[src/rtl/huffman_bit_packer_pkg.sv]
// huffman_bit_packer_pkg: shared JPEG packer widths and FSM state encoding.
package huffman_bit_packer_pkg;
  localparam int HUFF_BITS_W = 27;
  localparam int HUFF_LEN_W = 5;
  localparam int PACK_W = 32;
  typedef enum logic [1:0] {RUN = 2'd0, PAD = 2'd1, EMIT = 2'd2} state_t;
endpackage

[src/rtl/huffman_bit_insert.sv]
// huffman_bit_insert: masks an MSB-aligned bit group and aligns it below cnt in a 64-bit window.
module huffman_bit_insert
  import huffman_bit_packer_pkg::*;
(
  input  logic [HUFF_BITS_W-1:0] i_bits,
  input  logic [HUFF_LEN_W-1:0]  i_len,
  input  logic [6:0]             i_cnt,
  output logic [2*PACK_W-1:0]    o_term,
  output logic [6:0]             o_cnt
);
  logic [HUFF_LEN_W-1:0]  w_len;
  logic [HUFF_BITS_W-1:0] w_masked;
  assign w_len = (i_len > HUFF_LEN_W'(HUFF_BITS_W)) ? HUFF_LEN_W'(HUFF_BITS_W) : i_len;
  assign w_masked = i_bits & ~({HUFF_BITS_W{1'b1}} >> w_len);
  assign o_term = {w_masked, {(2*PACK_W-HUFF_BITS_W){1'b0}}} >> i_cnt;
  assign o_cnt = i_cnt + 7'(w_len);
endmodule

[src/rtl/huffman_bit_packer.sv]
// huffman_bit_packer: packs variable-length Huffman groups into 32-bit MSB-first words,
// padding the stream tail with 1s to a byte boundary on flush.
module huffman_bit_packer
  import huffman_bit_packer_pkg::*;
(
  input  logic                   clk,
  input  logic                   rst,
  input  logic                   in_valid,
  input  logic [HUFF_BITS_W-1:0] in_bits,
  input  logic [HUFF_LEN_W-1:0]  in_len,
  input  logic                   flush,
  output logic                   busy,
  output logic                   out_valid,
  output logic [PACK_W-1:0]      out_data,
  output logic [2:0]             out_bytes,
  output logic                   out_last
);
  state_t                 r_state;
  logic                   r_v;
  logic                   r_flush;
  logic [HUFF_BITS_W-1:0] r_bits;
  logic [HUFF_LEN_W-1:0]  r_len;
  logic [2*PACK_W-1:0]    r_acc;
  logic [6:0]             r_cnt;
  logic [2:0]             w_pad;
  logic [HUFF_LEN_W-1:0]  w_len;
  logic [HUFF_BITS_W-1:0] w_bits;
  logic [2*PACK_W-1:0]    w_term;
  logic [2*PACK_W-1:0]    w_acc;
  logic [6:0]             w_cnt;
  // Padding reuses the insert path with an all-ones group of length pad.
  assign w_pad = 3'd0 - r_cnt[2:0];
  assign w_len = (r_state == PAD) ? HUFF_LEN_W'(w_pad) : (r_state == RUN && r_v) ? r_len : '0;
  assign w_bits = (r_state == PAD) ? '1 : r_bits;
  assign w_acc = r_acc | w_term;
  huffman_bit_insert u_insert (
    .i_bits (w_bits),
    .i_len  (w_len),
    .i_cnt  (r_cnt),
    .o_term (w_term),
    .o_cnt  (w_cnt)
  );
  always_ff @(posedge clk) begin
    if (rst) begin
      r_state <= RUN;
      r_v <= 1'b0;
      r_flush <= 1'b0;
      r_bits <= '0;
      r_len <= '0;
      r_acc <= '0;
      r_cnt <= '0;
      busy <= 1'b0;
      out_valid <= 1'b0;
      out_data <= '0;
      out_bytes <= '0;
      out_last <= 1'b0;
    end else begin
      r_v <= in_valid & ~busy;
      r_flush <= flush & ~busy;
      r_bits <= in_bits;
      r_len <= in_len;
      out_valid <= 1'b0;
      out_last <= 1'b0;
      case (r_state)
        RUN: begin
          if (w_cnt >= 7'd32) begin
            out_valid <= 1'b1;
            out_data <= w_acc[63:32];
            out_bytes <= 3'd4;
            r_acc <= w_acc << 32;
            r_cnt <= w_cnt - 7'd32;
          end else begin
            r_acc <= w_acc;
            r_cnt <= w_cnt;
          end
          if (r_flush) begin
            r_state <= PAD;
            busy <= 1'b1;
          end
        end
        PAD: begin
          r_acc <= w_acc;
          r_cnt <= w_cnt;
          r_state <= EMIT;
        end
        EMIT: begin
          out_valid <= 1'b1;
          out_last <= 1'b1;
          out_data <= r_acc[63:32];
          out_bytes <= r_cnt[5:3];
          r_acc <= '0;
          r_cnt <= '0;
          busy <= 1'b0;
          r_state <= RUN;
        end
        default: r_state <= RUN;
      endcase
    end
  end
endmodule

[config.mk]
export PLATFORM = sky130hd
export DESIGN_NAME = huffman_bit_packer
export DESIGN_NICKNAME = d
export VERILOG_FILES = /design/src/rtl/huffman_bit_packer_pkg.sv /design/src/rtl/huffman_bit_insert.sv /design/src/rtl/huffman_bit_packer.sv
export SDC_FILE = /design/constraint.sdc
export NUM_CORES = 1
export LEC_CHECK = 0
export ABC_AREA = 0
export CAP_MARGIN = 20
export CELL_PAD_IN_SITES_DETAIL_PLACEMENT = 1
export CELL_PAD_IN_SITES_GLOBAL_PLACEMENT = 2
export CORE_UTILIZATION = 38
export DETAILED_ROUTE_END_ITERATION = 8
export PLACE_DENSITY_LB_ADDON = 0.1
export SLEW_MARGIN = 20
export SYNTH_ARGS = -nofsm -noshare
export SYNTH_HDL_FRONTEND = slang
export SYNTH_SLANG_ARGS = --single-unit
[constraint.sdc]
create_clock -name clk -period 9.25 [get_ports clk]
set_input_delay 0.925 -clock clk [delete_from_list [all_inputs] [get_ports clk]]
set_output_delay 0.925 -clock clk [all_outputs]
set_load 0.01 [all_outputs]
==> results.md <==
* Top post-synthesis cells by area: dfxtp_1, a21oi_1, o21ai_0
* Die X at 159 um
* Period utilization at 65.8%
* #FFs+latches synth at around 150
* Clock Tree Buf Depth at 2
* DR vias/cell at between 6 and 7
* Clock Sink Count at around 150
* Slowest CP cell: clkinv_1
* Internal at about 1.6 mW
* Residual DRC at 0
* CP Cell Sequence: buf_4 -> clkinv_1 -> ha_1 -> nand2_1 -> nand3_1 -> inv_1 -> fa_1 -> nor2b_1 -> o2111ai_1 -> and3_1 -> xnor2_1 -> inv_1 -> ha_1 -> or2_2 -> o311ai_2 -> nand2b_1 -> nor2_1 -> a222oi_1 -> nand2_1
* Crit path DAT at ~6.4 ns
* Combinational share of power at 50.3%
* Crit path required time at between 9 and 10 ns
* Total CTS buffers at 17
* Most common flop cell mapped by yosys: dfxtp_1
* Worst-Skew Late Latency at between 0.4 and 0.5 ns
* Slew HR at 26.4%
* Pwr dens at between 200 and 300 nW/um2
* Worst hold margin at roughly 0.45 ns
* Worst Hold Depth at 2
* Detailed Place HPWL at roughly 28000 um
* Post-CTS sizing at 0
* Setup CP Type: reg -> reg
* CP max stage delay at 0.70 ns
* Routed Wire Length at around 38000 um
* Setup_tns at 0 ns
* Antenna violations before repair at 0
* RePlAce Congestion at 0.947
* Routed Antenna Nets at 0
* R2R Path End: r_acc[42]$_SDFFE_PP0P_
* Via count at 9933
* Critical path fanouts, max at 43
* Clock power share at 23.9%
* Number of enable flip-flop cells after synthesis at 0
* Die Area at about 25000 um2
* Worst-Margin Slew at approximately 1.1 ns
* Outcome: complete, no violations
* Final Critical Period at approximately 6.1 ns
* Max_cap viols at 0
* Cells on worst reg2reg path at 19
* FMAX at roughly 0.16 GHz
* Layout cell share with drive strength beyond 1 at 9.09%
* Vias in the first global route at around 9700
* Mapped Cells at about 1200
* Sequential-to-total area share from yosys stat at between 30% and 40%
* Count of final hold-check violations at 0
* Drt first-iter violations at between 800 and 900
* Layout area overhead at 16.3%
* # setup viols final at 0
* Die Height at roughly 160 um
* 1st-pass router iterations at 5
* Net count reported at finish at between 1000 and 1500
* Slew Limit Fails at 0
* R2r setup slk at 3.17 ns
* Gr ovfl total at 0
* Starting density of the core at 39.2%
* Syn Std Cell Area at just over 9000 um2
* # Post-CTS Setup Buffers at 0
* Min-delay worst type: reg -> reg
* Unrepaired setup endpoints after global routing: no
* Switching share of total power at 48.6%
* Fill count at 2838
* Hold EP: r_acc[10]$_SDFFE_PP0P_
* Most frequent cells in the layout: dfxtp_1, nor2_1, a21oi_1
* Average wire per standard cell at ~25 um
* Sw Pwr at 1.48 mW
* Library cells used by synthesis at 102
* Synth warn at 0
* Global Route Usage Sum at between 30% and 40%
* Commonest non-fill, non-tap cell in the layout: dfxtp_1
* Largest net degree at the start of global routing at 69
* ANT cells at 0
* H-tree depth at 4
* Worst reg2reg startpoint: r_cnt[1]$_SDFFE_PP0P_
* IR drop worst, VDD at roughly 0.21 mV
* Worst-path clk slew at 0.08 ns
* Critical Path Sink Type: register
* First-pass GRT wire length at 59400 um
* PortBufs at 73
* Sequential share of power at around a quarter
* FP Rows at 56
* Leakage power total at 3.84 nW
* I/O pin total at 74
* CTS Root Cell: clkbuf_16
* HP Start: r_acc[10]$_SDFFE_PP0P_
* FFs w/ async S/R, synth at 0%
* CTS tree: yes
* Hold Buf Count CTS at 0
* Clock skew at roughly 0.014 ns
* Syn nets at 1232
* Core area at 23800 um2
* Mapped Avg Cell Area at just under 8 um2
* Worst setup SP type: register
* Leading area contributor after synthesis: dfxtp_1
* Share of the synthesized area in the top cell type at approximately 31%
power groups by stage:
stage	Clock (mW)	Combinational [mW]	Sequential (mW)
6_report	0.728	1.53	0.785
5_1_grt	0.762	1.64	0.797
4_1_cts	0.734	1.50	0.785
3_5_place_dp	0	1.49	0.798
3_3_place_gp	0	1.47	0.796
2_1_floorplan	0	0.956	0.799
sequential cells by signal, summed over array words and instances, names as in the netlist, 2 cells and up:
| register | cells |
|---|---|
| r_len | 5 |
| r_bits | 27 |
| r_cnt | 7 |
| out_data | 32 |
| r_state | 2 |
| out_bytes | 3 |
| r_acc | 64 |
stage by stage:
stage	util, %	total power [mW]	cell area [um2]	setup WS [ns]	instances
2_1_floorplan	-	1.76	9320	4.35	1183
3_3_place_gp	43.1	2.27	10200	3.56	1508
3_5_place_dp	43.1	2.29	10200	3.38	1508
4_1_cts	45.6	3.02	10800	3.27	1540
5_1_grt	45.6	3.20	10800	2.82	1540
6_report	45.6	3.04	10800	3.17	1540
layout make-up:
cell class	count	area [um2]	share of cell area, %
multi-input combinational	919	5930	54.7
sequential	145	2900	26.8
timing repair buffer	94	883	8.15
clock buffer	17	425	3.93
tap	319	399	3.68
clock inverter	15	183	1.69
inverter	31	118	1.09
critical path: cells and delay by family, from the launching register on:
family	cells	cell delay (ns)
AND/OR/NAND/NOR	8	1.95
buffers and inverters	4	1.33
adder cells (fa/ha/maj)	3	1.26
AO/OA/AOI/OAI	3	0.67
XOR/XNOR	1	0.42
flip-flops	1	0.31
worst max path at each step:
| stage | startpoint | to | slack (ns) | depth (start not counted) |
|---|---|---|---|---|
| floorplan | r_cnt[0]$_SDFFE_PP0P_ | r_acc[42]$_SDFFE_PP0P_ | 4.35 | 24 |
| global placement | r_cnt[1]$_SDFFE_PP0P_ | r_acc[43]$_SDFFE_PP0P_ | 3.56 | 20 |
| detailed placement | r_cnt[1]$_SDFFE_PP0P_ | r_acc[42]$_SDFFE_PP0P_ | 3.38 | 19 |
| CTS | r_cnt[1]$_SDFFE_PP0P_ | r_acc[42]$_SDFFE_PP0P_ | 3.27 | 19 |
| global route | r_cnt[1]$_SDFFE_PP0P_ | r_acc[42]$_SDFFE_PP0P_ | 2.82 | 19 |
| finish | r_cnt[1]$_SDFFE_PP0P_ | r_acc[42]$_SDFFE_PP0P_ | 3.17 | 19 |
logic make-up after synthesis:
logic type,share of synthesized area [%]
xor gates and xnor gates,0.577
muxes,4.91
DFF,31.1
and+or+nand+nor,20.9
AOI/OAI and AO/OA,35.2
adders and majority gates,1.83
buffers and inverters,5.41
Yosys cell counts (6+ instances only):
cell	instances
nor2b_1	41
a311oi_1	6
o21a_1	8
o22ai_1	24
o211ai_1	20
nand3_1	37
and2_1	6
o21ai_1	7
a22o_1	12
a221o_1	8
o2111ai_1	8
a221oi_1	7
or2_2	8
or3_1	7
a22oi_1	26
o32ai_1	9
nor2_1	119
a211oi_1	19
o31ai_1	12
a31oi_1	13
mux2_2	9
mux2i_1	23
nor3_1	36
buf_1	9
o21ai_0	92
buf_2	21
nand2b_1	12
clkbuf_1	53
dfxtp_1	145
a21oi_1	99
a2bb2oi_1	8
a21o_1	7
o221ai_1	12
ha_1	12
nand2_1	92
inv_1	28
o211a_1	10
layer usage:
metal / wire length (um) / vias up / part of all wire [%] / global-route usage (%)
li1: - / 4529 / - / -
met5: 0 / - / 0 / 0
met3: 2670 / 49 / 7.0 / 3.78
met4: 618 / 0 / 1.6 / 7.92
met2: 17000 / 384 / 44 / 49.1
met1: 18000 / 4971 / 47 / 45.3
(Power assumes the default switching activity.)
